<file path="src/rtl/bin_to_bcd_seq_if.sv">
// bin_to_bcd_seq_if: start/value request and BCD result bus for bin_to_bcd_seq.
interface bin_to_bcd_seq_if #(
   parameter int BIN_W  = 9,
   parameter int DIGITS = 4
);
   logic                start_i;
   logic [BIN_W-1:0]    bin_i;
   logic                busy_o;
   logic                done_o;
   logic [4*DIGITS-1:0] bcd_o;
   logic                ovf_o;
   logic [DIGITS-1:0]   blank_o;
   modport master (output start_i, bin_i, input busy_o, done_o, bcd_o, ovf_o, blank_o);
   modport slave  (input start_i, bin_i, output busy_o, done_o, bcd_o, ovf_o, blank_o);
endinterface

</file>
<file path="src/rtl/bin_to_bcd_seq.sv">
// bin_to_bcd_seq: sequential double-dabble binary to packed BCD, one bit per clock, saturating on overflow.
// Leading-zero blanking is built only when BIN_TO_BCD_BLANK_EN is defined.
module bin_to_bcd_seq #(
   parameter int BIN_W  = 9,
   parameter int DIGITS = 4
) (
   input logic CLK,
   input logic RST,
   bin_to_bcd_seq_if.slave bus
);
   localparam int CW = $clog2(BIN_W + 1);
   localparam int AW = 4 * DIGITS;
   typedef enum logic [1:0] {S_IDLE, S_SHIFT, S_DONE} state_t;
   state_t           state_q, state_d;
   logic [AW-1:0]    acc_q, acc_d, adj, res, bcd_q, bcd_d;
   logic [BIN_W-1:0] sh_q, sh_d;
   logic [CW-1:0]    cnt_q, cnt_d;
   logic             sticky_q, sticky_d, busy_q, busy_d, done_q, done_d, ovf_q, ovf_d;
   for (genvar i = 0; i < DIGITS; i++) begin : g_adj
      assign adj[4*i+:4] = acc_q[4*i+:4] >= 4'd5 ? acc_q[4*i+:4] + 4'd3 : acc_q[4*i+:4];
   end
   assign res = sticky_q ? {DIGITS{4'h9}} : acc_q;
   always_ff @(posedge CLK or posedge RST)
      if (RST) begin
         state_q  <= S_IDLE;
         acc_q    <= '0;
         sh_q     <= '0;
         cnt_q    <= '0;
         sticky_q <= 1'b0;
         busy_q   <= 1'b0;
         done_q   <= 1'b0;
         bcd_q    <= '0;
         ovf_q    <= 1'b0;
      end else begin
         state_q  <= state_d;
         acc_q    <= acc_d;
         sh_q     <= sh_d;
         cnt_q    <= cnt_d;
         sticky_q <= sticky_d;
         busy_q   <= busy_d;
         done_q   <= done_d;
         bcd_q    <= bcd_d;
         ovf_q    <= ovf_d;
      end
   always_comb begin
      state_d  = state_q;
      acc_d    = acc_q;
      sh_d     = sh_q;
      cnt_d    = cnt_q;
      sticky_d = sticky_q;
      if (state_q == S_IDLE && bus.start_i) begin
         state_d  = S_SHIFT;
         acc_d    = '0;
         sh_d     = bus.bin_i;
         cnt_d    = '0;
         sticky_d = 1'b0;
      end else if (state_q == S_SHIFT) begin
         state_d  = cnt_q == CW'(BIN_W - 1) ? S_DONE : S_SHIFT;
         acc_d    = {adj[AW-2:0], sh_q[BIN_W-1]};
         sh_d     = sh_q << 1;
         cnt_d    = cnt_q + CW'(1);
         sticky_d = sticky_q | adj[AW-1];
      end else if (state_q == S_DONE) begin
         state_d  = S_IDLE;
      end
   end
   // outputs are registered one cycle behind the state so BUSY and DONE never overlap
   always_comb begin
      busy_d = state_q == S_SHIFT;
      done_d = state_q == S_DONE;
      bcd_d  = done_d ? res : bcd_q;
      ovf_d  = done_d ? sticky_q : ovf_q;
   end
   assign bus.busy_o = busy_q;
   assign bus.done_o = done_q;
   assign bus.bcd_o  = bcd_q;
   assign bus.ovf_o  = ovf_q;
`ifdef BIN_TO_BCD_BLANK_EN
   logic [DIGITS-1:0] blank_q, blank_n;
   always_comb begin
      logic z;
      z       = 1'b1;
      blank_n = '0;
      for (int i = DIGITS - 1; i >= 1; i--) begin
         z          = z & (res[4*i+:4] == 4'd0);
         blank_n[i] = z;
      end
   end
   always_ff @(posedge CLK or posedge RST)
      if (RST) blank_q <= '0;
      else if (state_q == S_DONE) blank_q <= blank_n;
   assign bus.blank_o = blank_q;
`else
   assign bus.blank_o = '0;
`endif
endmodule

</file>
<file path="src/flat_wrapper.sv">
// flat-port wrapper written by rule: the top's interface ports become plain ports
module bin_to_bcd_seq_flat 
#(
   parameter int BIN_W  = 9,
   parameter int DIGITS = 4
)
  (CLK, RST, bus_start_i, bus_bin_i, bus_busy_o, bus_done_o, bus_bcd_o, bus_ovf_o, bus_blank_o);
  bin_to_bcd_seq_if #(.BIN_W(BIN_W), .DIGITS(DIGITS)) bus_i ();
  input logic CLK;
  input logic RST;
  input wire logic [$bits(bus_i.start_i)-1:0] bus_start_i;
  input wire logic [$bits(bus_i.bin_i)-1:0] bus_bin_i;
  output wire logic [$bits(bus_i.busy_o)-1:0] bus_busy_o;
  output wire logic [$bits(bus_i.done_o)-1:0] bus_done_o;
  output wire logic [$bits(bus_i.bcd_o)-1:0] bus_bcd_o;
  output wire logic [$bits(bus_i.ovf_o)-1:0] bus_ovf_o;
  output wire logic [$bits(bus_i.blank_o)-1:0] bus_blank_o;
  assign bus_i.start_i = bus_start_i;
  assign bus_i.bin_i = bus_bin_i;
  assign bus_busy_o = bus_i.busy_o;
  assign bus_done_o = bus_i.done_o;
  assign bus_bcd_o = bus_i.bcd_o;
  assign bus_ovf_o = bus_i.ovf_o;
  assign bus_blank_o = bus_i.blank_o;
  bin_to_bcd_seq #(.BIN_W(BIN_W), .DIGITS(DIGITS)) u_core (.CLK(CLK), .RST(RST), .bus(bus_i));
endmodule
</file>
<file path="config.mk">
export PLATFORM = sky130hd
export DESIGN_NAME = bin_to_bcd_seq_flat
export DESIGN_NICKNAME = d
export VERILOG_FILES = /design/src/rtl/bin_to_bcd_seq_if.sv /design/src/rtl/bin_to_bcd_seq.sv /design/src/flat_wrapper.sv
export SDC_FILE = /design/constraint.sdc
export NUM_CORES = 1
export LEC_CHECK = 0
export CORE_ASPECT_RATIO = 1.1
export CORE_UTILIZATION = 55
export CTS_BUF_LIST = sky130_fd_sc_hd__clkbuf_2 sky130_fd_sc_hd__clkbuf_4 sky130_fd_sc_hd__clkbuf_8
export DETAILED_ROUTE_END_ITERATION = 7
export PLACE_DENSITY_LB_ADDON = 0.1
export SLEW_MARGIN = 20
export SYNTH_ARGS = -nofsm -noshare
export SYNTH_HDL_FRONTEND = slang
export SYNTH_SLANG_ARGS = --single-unit
</file>
<file path="constraint.sdc">
create_clock -name CLK -period 4.16 [get_ports CLK]
set_clock_uncertainty 0.2 [all_clocks]
set_input_delay 1.04 -clock CLK [delete_from_list [all_inputs] [get_ports CLK]]
set_output_delay 1.04 -clock CLK [all_outputs]
set_load 0.02 [all_outputs]
</file>
==> results of run 1 <==
==> power groups by stage <==
| stage | clock [µW] | sequential (µW) | combinational [µW] |
|---|---|---|---|
| floorplan | 0 | 919 | 700 |
| global placement | 0 | 878 | 984 |
| detailed placement | 0 | 882 | 1010 |
| CTS | 357 | 872 | 1010 |
| global route | 373 | 904 | 1140 |
| finish | 351 | 870 | 1000 |
==> logic make-up after synthesis <==
| kind of cell | Yosys count | share of synthesized area (%) |
|---|---|---|
| other | 1 | 0.1566 |
| adders and majority gates | 10 | 5.225 |
| and+or+nand+nor | 66 | 13.69 |
| buffers and inverters | 30 | 6.218 |
| xor gates and xnor gates | 5 | 1.829 |
| DFF | 51 | 53.29 |
| AOI/OAI and AO/OA | 64 | 17.45 |
| muxes | 5 | 2.142 |
==> cells in the mapped netlist <==
cell type	count	area (µm²)
a21oi_1	9	45.04
a22o_1	5	43.79
a22oi_1	8	60.06
a32o_1	4	40.04
and3b_1	1	8.760
buf_2	6	30.03
buf_4	4	30.03
buf_8	1	15.01
clkbuf_1	5	18.77
conb_1	1	3.750
dfrtp_1	51	1276
ha_1	10	125.1
inv_1	13	48.80
inv_4	1	6.260
mux2_2	1	11.26
mux2i_1	4	40.04
nand2_1	37	138.9
nand2_4	1	11.26
nand2b_1	9	56.30
nand2b_4	1	13.76
nand3_1	2	10.01
nand4_1	1	6.260
nor2_1	8	30.03
nor2_2	1	6.260
nor3b_1	3	22.52
nor3b_2	1	12.51
o21a_1	1	7.510
o21ai_0	18	90.09
o21ai_1	1	5.000
o22ai_1	7	43.79
o31ai_1	11	82.58
or3b_4	1	11.26
xnor2_1	4	35.03
xor2_1	1	8.760
==> final cells by class <==
cell class | count | share of cell area (%)
clock buffer | 6 | 2.937
clock inverter | 2 | 1.246
inverter | 14 | 2.003
multi-input combinational | 154 | 34.89
sequential | 51 | 45.39
tap | 52 | 2.314
timing repair buffer | 32 | 11.21
==> worst paths after layout <==
path	end	slack, ps
max	bus_bcd_o[0]	1650
min	u_core.bus.bcd_o[6]	280
max reg2reg	u_core.acc_q[2]	2320
min reg2reg	u_core.bus.bcd_o[6]	280
max in group asynchronous	u_core.sh_q[2]	2260
min in group asynchronous	u_core.bus.busy_o	990
==> worst min-delay path: stages, from the launching register on <==
cell     delay (ps)
dfrtp_1         350
nand2_1          40
o21ai_0          60
==> per-layer routing <==
layer / GRT usage (%) / wire [µm] / up-vias / part of all wire (%)
li1: - / - / 846 / -
met3: 3.387 / 168 / 5 / 4.3
met1: 25.80 / 1889 / 787 / 48
met4: 9.136 / 54 / 0 / 1.4
met5: 0 / 0 / - / 0
met2: 32.41 / 1816 / 45 / 46
==> sequential cells by signal, indices dropped and copies added (netlist names) <==
| register | count |
|---|---|
| u_core.acc_q | 16 |
| u_core.bus.bcd_o | 16 |
| u_core.sh_q | 9 |
| u_core.cnt_q | 4 |
| u_core.state_q | 2 |
| u_core.bus.busy_o | 1 |
| u_core.bus.done_o | 1 |
| u_core.bus.ovf_o | 1 |
| u_core.sticky_q | 1 |
==> metrics by stage <==
stage	utilization, %	hold WS, ps
after floorplan	-	245.8
after global placement	66.42	259.7
after global routing	69.35	313.6
after detailed placement	66.42	267.1
after CTS	69.32	288.7
final	69.35	281.1
==> placed cells by master (no fill, tap or decap), drive strengths merged <==
cell type and n:
conb 4, and3b 1, mux2i 4, or3b 1, nor3b 4, o21ai 19, mux2 1, xor2 1
clkinv 2, ha 10, clkbuf 6, a21oi 9, nand2 38, nand4 1, o31ai 11, clkdlybuf4s50 30
a32o 4, buf 2, nand2b 10, o21a 1, nand3 2, dfrtp 51, o22ai 7, xnor2 4
inv 13, nor2 9, a22oi 8, a22o 5, bufinv 1
==> flow_metrics.env, run 1 <==
export IMPL_status="complete, no violations"
export IMPL_power_frac_seq_pct=39.1
export IMPL_layout_cells_non_filler=311
export IMPL_slowest_stage="clkdlybuf4s50_1"
export IMPL_cts_sinks=51
export IMPL_worstSetupPathType="reg2out"
export IMPL_placed_area_um2=2693
export IMPL_nets=280
export IMPL_critPathLaunch="u_core.bus.bcd_o[0]"
export IMPL_vias_per_cell=5.412
export IMPL_pre_cts_ws_ps=1351
export IMPL_antenna_found_initial=0
export IMPL_clk_latency_ps=300
export IMPL_core_area_um2=4054
export IMPL_power_uw=2226
export IMPL_path_buf_inv=1
export IMPL_pwr_share_comb_pct=45.1
export IMPL_cp_depth=1
export IMPL_cts_resized=0
export IMPL_register_area_um2=1276
export IMPL_grt_setup_unrepaired="false"
export IMPL_start_kind="flop"
export IMPL_area_growth_pct=17.40
export IMPL_start_util_pct=59.07
export IMPL_drt_iter0_markers=82
export IMPL_crit_fanout=2
export IMPL_worstPathArrival_ps=1270
export IMPL_row_count=24
export IMPL_clkPwrFrac_pct=15.8
export IMPL_diodes=0
export IMPL_cts_tree="yes"
export IMPL_synth_distinct_cells=34
export IMPL_io_pins=35
export IMPL_cp_top_family="buffers and inverters"
export IMPL_finalWorstSetupSlack_ps=1652
export IMPL_p_switching_uw=873.4
export IMPL_cp_cell_sequence="clkdlybuf4s50_1"
export IMPL_ant_nets=0
export IMPL_hold_viol_final=0
export IMPL_routabilityCongestion=0.8004
export IMPL_place_inst=303
export IMPL_grt_usage_pct=19.90
export IMPL_hold_class="reg2reg"
export IMPL_root_buffer="clkbuf_8"
export IMPL_dr_pass1_iters=4
export IMPL_grt_max_degree=52
export IMPL_syn_area_um2=2395
export IMPL_chipHeight_um=71.21
export IMPL_leakage_uw=0.001309
export IMPL_switching_share_pct=39.23
export IMPL_internal_power_uw=1353
export IMPL_drive_gt1_share_pct=6.950
export IMPL_synth_area_per_cell_um2=10.32
export IMPL_slew_violations=0
export IMPL_rr_worst_depth=4
export IMPL_min_delay_start="u_core.bus.bcd_o[6]"
export IMPL_wl_per_cell_um=12.63
export IMPL_endpoint_kind="primary output"
export IMPL_max_cap_violations=0
export IMPL_numPortBuffers=30
export IMPL_whs_path_depth=2
export IMPL_slowest_delay_ps=600
export IMPL_fmax_mhz=398.8
export IMPL_n_fill_cell=331
export IMPL_dpl_hpwl_um=2707
export IMPL_finalCriticalPeriod_ps=2508
export IMPL_dr_total_vias=1683
export IMPL_critPathRequiredTime_ps=2920
export IMPL_drc=0
export IMPL_ys_ff_latch=51
export IMPL_floorplan_die_area_um2=4622
export IMPL_timing_setup_tns_ps=0
export IMPL_r2r_start="u_core.state_q[1]"
export IMPL_die_w_um=64.92
export IMPL_max_slew_margin_pct=43.99
export IMPL_cts_setup_buffers=0
export IMPL_cts_max_path_buffers=2
export IMPL_wirelength_um=3929
export IMPL_yosys_warnings=0
export IMPL_grt_pass1_wl_um=7100
export IMPL_yosysSeqAreaShare_pct=53.29
export IMPL_setup_viol=0
export IMPL_postCtsHoldBufs=0
export IMPL_max_vdd_ir_drop_uv=339.6
export IMPL_multi_input_area_um2=980.9
export IMPL_gr_total_overflow=0
export IMPL_powerDensity_nw_per_um2=791.8
export IMPL_period_share_pct=60.28
export IMPL_grt_pass1_vias=1619
export IMPL_cts_clk_slew_worst_paths_ps=90
export IMPL_final_area_um2=2811
export IMPL_cts_made_buffers=5
export IMPL_cts_htree_levels=2
export IMPL_synth_cells=232
export IMPL_worst_slew_pin_slew_ps=839.2
No activity file was read; power rests on OpenSTA's default activity.
==> run 2, diff against run 1 <==
Clock period 4.16 ns to 2.35 ns, I/O delays scaled along.
==> run 2 against run 1 <==
Against the previous run: setup slack worse by 1400 ps; critical path type unchanged; power is 82% higher; global-route usage is 1.4 points higher; register-to-register slack worse by 1800 ps; die area stayed put; clock-buffer cell count stayed put; highest routed layer unchanged; clock power is 77% higher; design area is 1.9% higher; largest power group unchanged.
==> flow_metrics.env, run 2 (synthesis results as in run 1) <==
export IMPL_status="complete, no violations"
export IMPL_cp_cell_sequence="clkdlybuf4s50_1"
export IMPL_max_cap_violations=0
export IMPL_grt_pass1_wl_um=7452
export IMPL_timing_setup_tns_ps=0
export IMPL_dpl_hpwl_um=2878
export IMPL_root_buffer="clkbuf_8"
export IMPL_cts_clk_slew_worst_paths_ps=90
export IMPL_cts_resized=0
export IMPL_finalCriticalPeriod_ps=2052
export IMPL_start_util_pct=59.07
export IMPL_grt_setup_unrepaired="false"
export IMPL_nets=284
export IMPL_core_area_um2=4054
export IMPL_cts_sinks=51
export IMPL_grt_pass1_vias=1618
export IMPL_io_pins=35
export IMPL_power_frac_seq_pct=38.3
export IMPL_wirelength_um=4232
export IMPL_cp_top_family="buffers and inverters"
export IMPL_internal_power_uw=2454
export IMPL_worst_slew_pin_slew_ps=505.5
export IMPL_area_growth_pct=19.64
export IMPL_slew_violations=0
export IMPL_placed_area_um2=2748
export IMPL_setup_viol=0
export IMPL_grt_usage_pct=21.32
export IMPL_cts_made_buffers=5
export IMPL_max_slew_margin_pct=66.30
export IMPL_met1_length_um=1965
export IMPL_endpoint_kind="primary output"
export IMPL_powerDensity_nw_per_um2=1410
export IMPL_start_kind="flop"
export IMPL_worstSetupPathType="reg2out"
export IMPL_cts_tree="yes"
export IMPL_drt_iter0_markers=75
export IMPL_floorplan_die_area_um2=4622
export IMPL_final_cell_mix="dfrtp_1, nand2_1, clkdlybuf4s50_1"
export IMPL_slowest_stage="clkdlybuf4s50_1"
export IMPL_pwr_share_comb_pct=46.3
export IMPL_period_share_pct=87.33
export IMPL_routabilityCongestion=0.8133
export IMPL_antenna_found_initial=0
export IMPL_crit_fanout=2
export IMPL_final_common_cell="dfrtp_1"
export IMPL_cts_max_path_buffers=2
export IMPL_max_vdd_ir_drop_uv=638.3
export IMPL_ant_nets=0
export IMPL_critPathRequiredTime_ps=1560
export IMPL_grt_max_degree=52
export IMPL_hold_class="reg2reg"
export IMPL_diodes=0
export IMPL_top_layer="met4"
export IMPL_clkPwrFrac_pct=15.4
export IMPL_wl_per_cell_um=13.43
export IMPL_dr_total_vias=1723
export IMPL_slowest_delay_ps=600
export IMPL_drive_gt1_share_pct=8.365
export IMPL_leakage_uw=0.001336
export IMPL_die_w_um=64.92
export IMPL_gr_total_overflow=0
export IMPL_numPortBuffers=30
export IMPL_cts_setup_buffers=0
export IMPL_fmax_mhz=487.2
export IMPL_dr_pass1_iters=4
export IMPL_path_buf_inv=1
export IMPL_switching_share_pct=39.26
export IMPL_chipHeight_um=71.21
export IMPL_clk_latency_ps=300
export IMPL_met3_length_um=151
export IMPL_worstPathArrival_ps=1260
export IMPL_cts_htree_levels=2
export IMPL_row_count=24
export IMPL_hold_viol_final=0
export IMPL_wl_met2_um=2051
export IMPL_fin_util_pct=70.68
export IMPL_drc=0
export IMPL_p_switching_uw=1586
export IMPL_final_area_um2=2865
export IMPL_vias_per_cell=5.470
export IMPL_postCtsHoldBufs=0
[run 2: layout make-up]
| cell class | count | area [µm²] |
|---|---|---|
| timing repair buffer | 36 | 370.4 |
| fill | 309 | 1189 |
| clock inverter | 2 | 35.03 |
| multi-input combinational | 154 | 980.9 |
| tap | 52 | 65.06 |
| clock buffer | 6 | 82.58 |
| inverter | 14 | 55.05 |
| sequential | 51 | 1276 |
[run 2: per-layer routing]
layer,up-vias,GRT usage [%]
li1,850,-
met1,820,28.62
met2,48,33.80
met3,5,3.871
met4,0,9.383
met5,-,0
[run 2: worst paths after layout]
path / cells after the start / from / to / slack (ps)
hold / removal: 2 / u_core.sh_q[7] / u_core.sh_q[7] / 280
max in group asynchronous: 3 / RST / u_core.bus.bcd_o[12] / 1280
setup / recovery: 1 / u_core.bus.bcd_o[3] / bus_bcd_o[3] / 300
hold reg to reg: 2 / u_core.sh_q[7] / u_core.sh_q[7] / 280
setup reg to reg: 6 / u_core.acc_q[12] / u_core.acc_q[14] / 570
min in group asynchronous: 3 / RST / u_core.bus.busy_o / 440
[run 2: power by group through the flow]
stage               registers (µW)  logic, µW  clock network, µW
floorplan                     1630       1240                  0
global placement              1550       1820                  0
detailed placement            1570       1870                  0
CTS                           1550       1890                640
global route                  1610       2090                669
finish                        1550       1870                623
[run 2: stage by stage]
stage	setup slack [ps]	hold slack, ps	std cells	total power, µW
after floorplan	333.0	245.8	235	2865
after global placement	150.2	257.2	307	3374
after detailed placement	119.7	265.8	307	3437
after CTS	279.2	288.2	315	4074
after global routing	253.7	317.5	315	4363
final	297.7	284.2	315	4041
==> run 3, diff against run 2 <==
Settings changed: CORE_ASPECT_RATIO 1.1 to 0.9.
==> run 3 against run 2 <==
Against the previous run: power is 3.3% lower; critical endpoint is now bus_bcd_o[8]; largest cell class unchanged; worst hold slack worse by 4.4 ps; combinational power hardly changed; flip-flop and latch count stayed put; core utilization is 2.1 points lower; final cell count is 1.6% lower.
==> flow_metrics.env, run 3 (synthesis results as in run 1) <==
export IMPL_dr_pass1_iters=4
export IMPL_max_cap_violations=0
export IMPL_postCtsHoldBufs=0
export IMPL_grt_max_degree=52
export IMPL_cp_cell_sequence="clkdlybuf4s50_1"
export IMPL_cts_clk_slew_worst_paths_ps=80
export IMPL_dr_total_vias=1693
export IMPL_area_growth_pct=18.18
export IMPL_grt_pass1_vias=1639
export IMPL_numPortBuffers=30
export IMPL_start_kind="flop"
export IMPL_whs_path_depth=2
export IMPL_place_inst=303
export IMPL_grt_pass1_wl_um=7562
export IMPL_critPathRequiredTime_ps=1560
export IMPL_hold_class="reg2reg"
export IMPL_gr_total_overflow=0
export IMPL_routabilityCongestion=0.7638
export IMPL_final_cell_mix="dfrtp_1, nand2_1, clkdlybuf4s50_1"
export IMPL_path_buf_inv=1
export IMPL_row_count=22
export IMPL_nets=284
export IMPL_powerDensity_nw_per_um2=1381
export IMPL_antenna_found_initial=0
export IMPL_slew_violations=0
export IMPL_endpoint_kind="primary output"
export IMPL_clk_latency_ps=300
export IMPL_root_buffer="clkbuf_8"
export IMPL_period_share_pct=87.19
export IMPL_core_area_um2=4129
export IMPL_cts_htree_levels=2
export IMPL_worstSetupPathType="reg2out"
export IMPL_grt_setup_unrepaired="false"
export IMPL_placed_area_um2=2743
export IMPL_diodes=0
export IMPL_wl_per_cell_um=13.58
export IMPL_setup_viol=0
export IMPL_worst_slew_pin_slew_ps=534.3
export IMPL_slowest_stage="clkdlybuf4s50_1"
export IMPL_fmax_mhz=488.1
export IMPL_layout_cells_non_filler=310
export IMPL_floorplan_die_area_um2=4622
export IMPL_r2r_start="u_core.acc_q[0]"
export IMPL_slowest_delay_ps=610
export IMPL_crit_fanout=2
export IMPL_finalCriticalPeriod_ps=2049
export IMPL_worstPathArrival_ps=1260
export IMPL_min_delay_start="u_core.sh_q[3]"
export IMPL_cts_sinks=51
export IMPL_final_area_um2=2830
export IMPL_final_common_cell="dfrtp_1"
export IMPL_cts_resized=0
export IMPL_fin_util_pct=68.55
export IMPL_chipHeight_um=64.60
export IMPL_max_vdd_ir_drop_uv=781.4
export IMPL_cts_made_buffers=5
export IMPL_hold_viol_final=0
export IMPL_timing_setup_tns_ps=0
export IMPL_rr_worst_depth=6
export IMPL_power_uw=3908
export IMPL_vias_per_cell=5.461
export IMPL_max_slew_margin_pct=64.38
export IMPL_dpl_hpwl_um=2945
export IMPL_critPathLaunch="u_core.bus.bcd_o[8]"
export IMPL_cp_depth=1
export IMPL_die_w_um=71.56
export IMPL_cp_top_family="buffers and inverters"
export IMPL_cts_setup_buffers=0
export IMPL_drive_gt1_share_pct=8.015
export IMPL_start_util_pct=58.00
export IMPL_status="complete, no violations"
export IMPL_io_pins=35
export IMPL_drt_iter0_markers=124
export IMPL_cts_max_path_buffers=2
export IMPL_drc=0
export IMPL_leakage_uw=0.001322
export IMPL_wirelength_um=4209
export IMPL_grt_usage_pct=21.34
export IMPL_cts_tree="yes"
export IMPL_ant_nets=0
[run 3: cell types whose count changed in the layout (fill, tap and decap cells not counted)]
cell       delta
bufinv_16     -1
[run 3: stage by stage]
| step | worst slack [ps] | hold WS [ps] |
|---|---|---|
| final | 301.0 | 279.8 |
| after global routing | 252.9 | 317.3 |
| after CTS | 280.5 | 283.7 |
| after detailed placement | 108.0 | 262.5 |
| after global placement | 122.2 | 258.7 |
| after floorplan | 333.0 | 245.8 |
[run 3: final timing paths]
kind / end / slack (ps)
max: bus_bcd_o[8] / 300
min: u_core.sh_q[3] / 280
max reg2reg: u_core.acc_q[1] / 570
min reg2reg: u_core.sh_q[3] / 280
max in group asynchronous: u_core.bus.bcd_o[14] / 1280
min in group asynchronous: u_core.cnt_q[3] / 440
[run 3: report_power, final]
| part | switching, µW | internal, µW | total, µW |
|---|---|---|---|
| registers | 319 | 1240 | 1560 |
| logic | 988 | 865 | 1850 |
| clock network | 262 | 231 | 494 |
[run 3: per-layer routing]
| layer | vias up | routed length, µm | global-route usage, % | part of all wire (%) |
|---|---|---|---|---|
| li1 | 848 | - | - | - |
| met1 | 811 | 2103 | 30.23 | 50 |
| met2 | 29 | 1919 | 32.26 | 46 |
| met3 | 5 | 122 | 3.888 | 2.9 |
| met4 | 0 | 63 | 9.559 | 1.5 |
| met5 | - | 0 | 0 | 0 |
[run 3: layout make-up]
cell class | count | area (µm²)
repair buffers | 36 | 370.4
inverters | 14 | 55.05
fillers | 351 | 1299
multi-input cells | 154 | 980.9
well taps | 48 | 60.06
clock buffers | 6 | 82.58
clock inverters | 1 | 5.005
flip-flops and latches | 51 | 1276
[run 3: worst min-delay path: stages (launching register included)]
cell	delay, ps
dfrtp_1	350
nand2_1	50
nand2_1	50
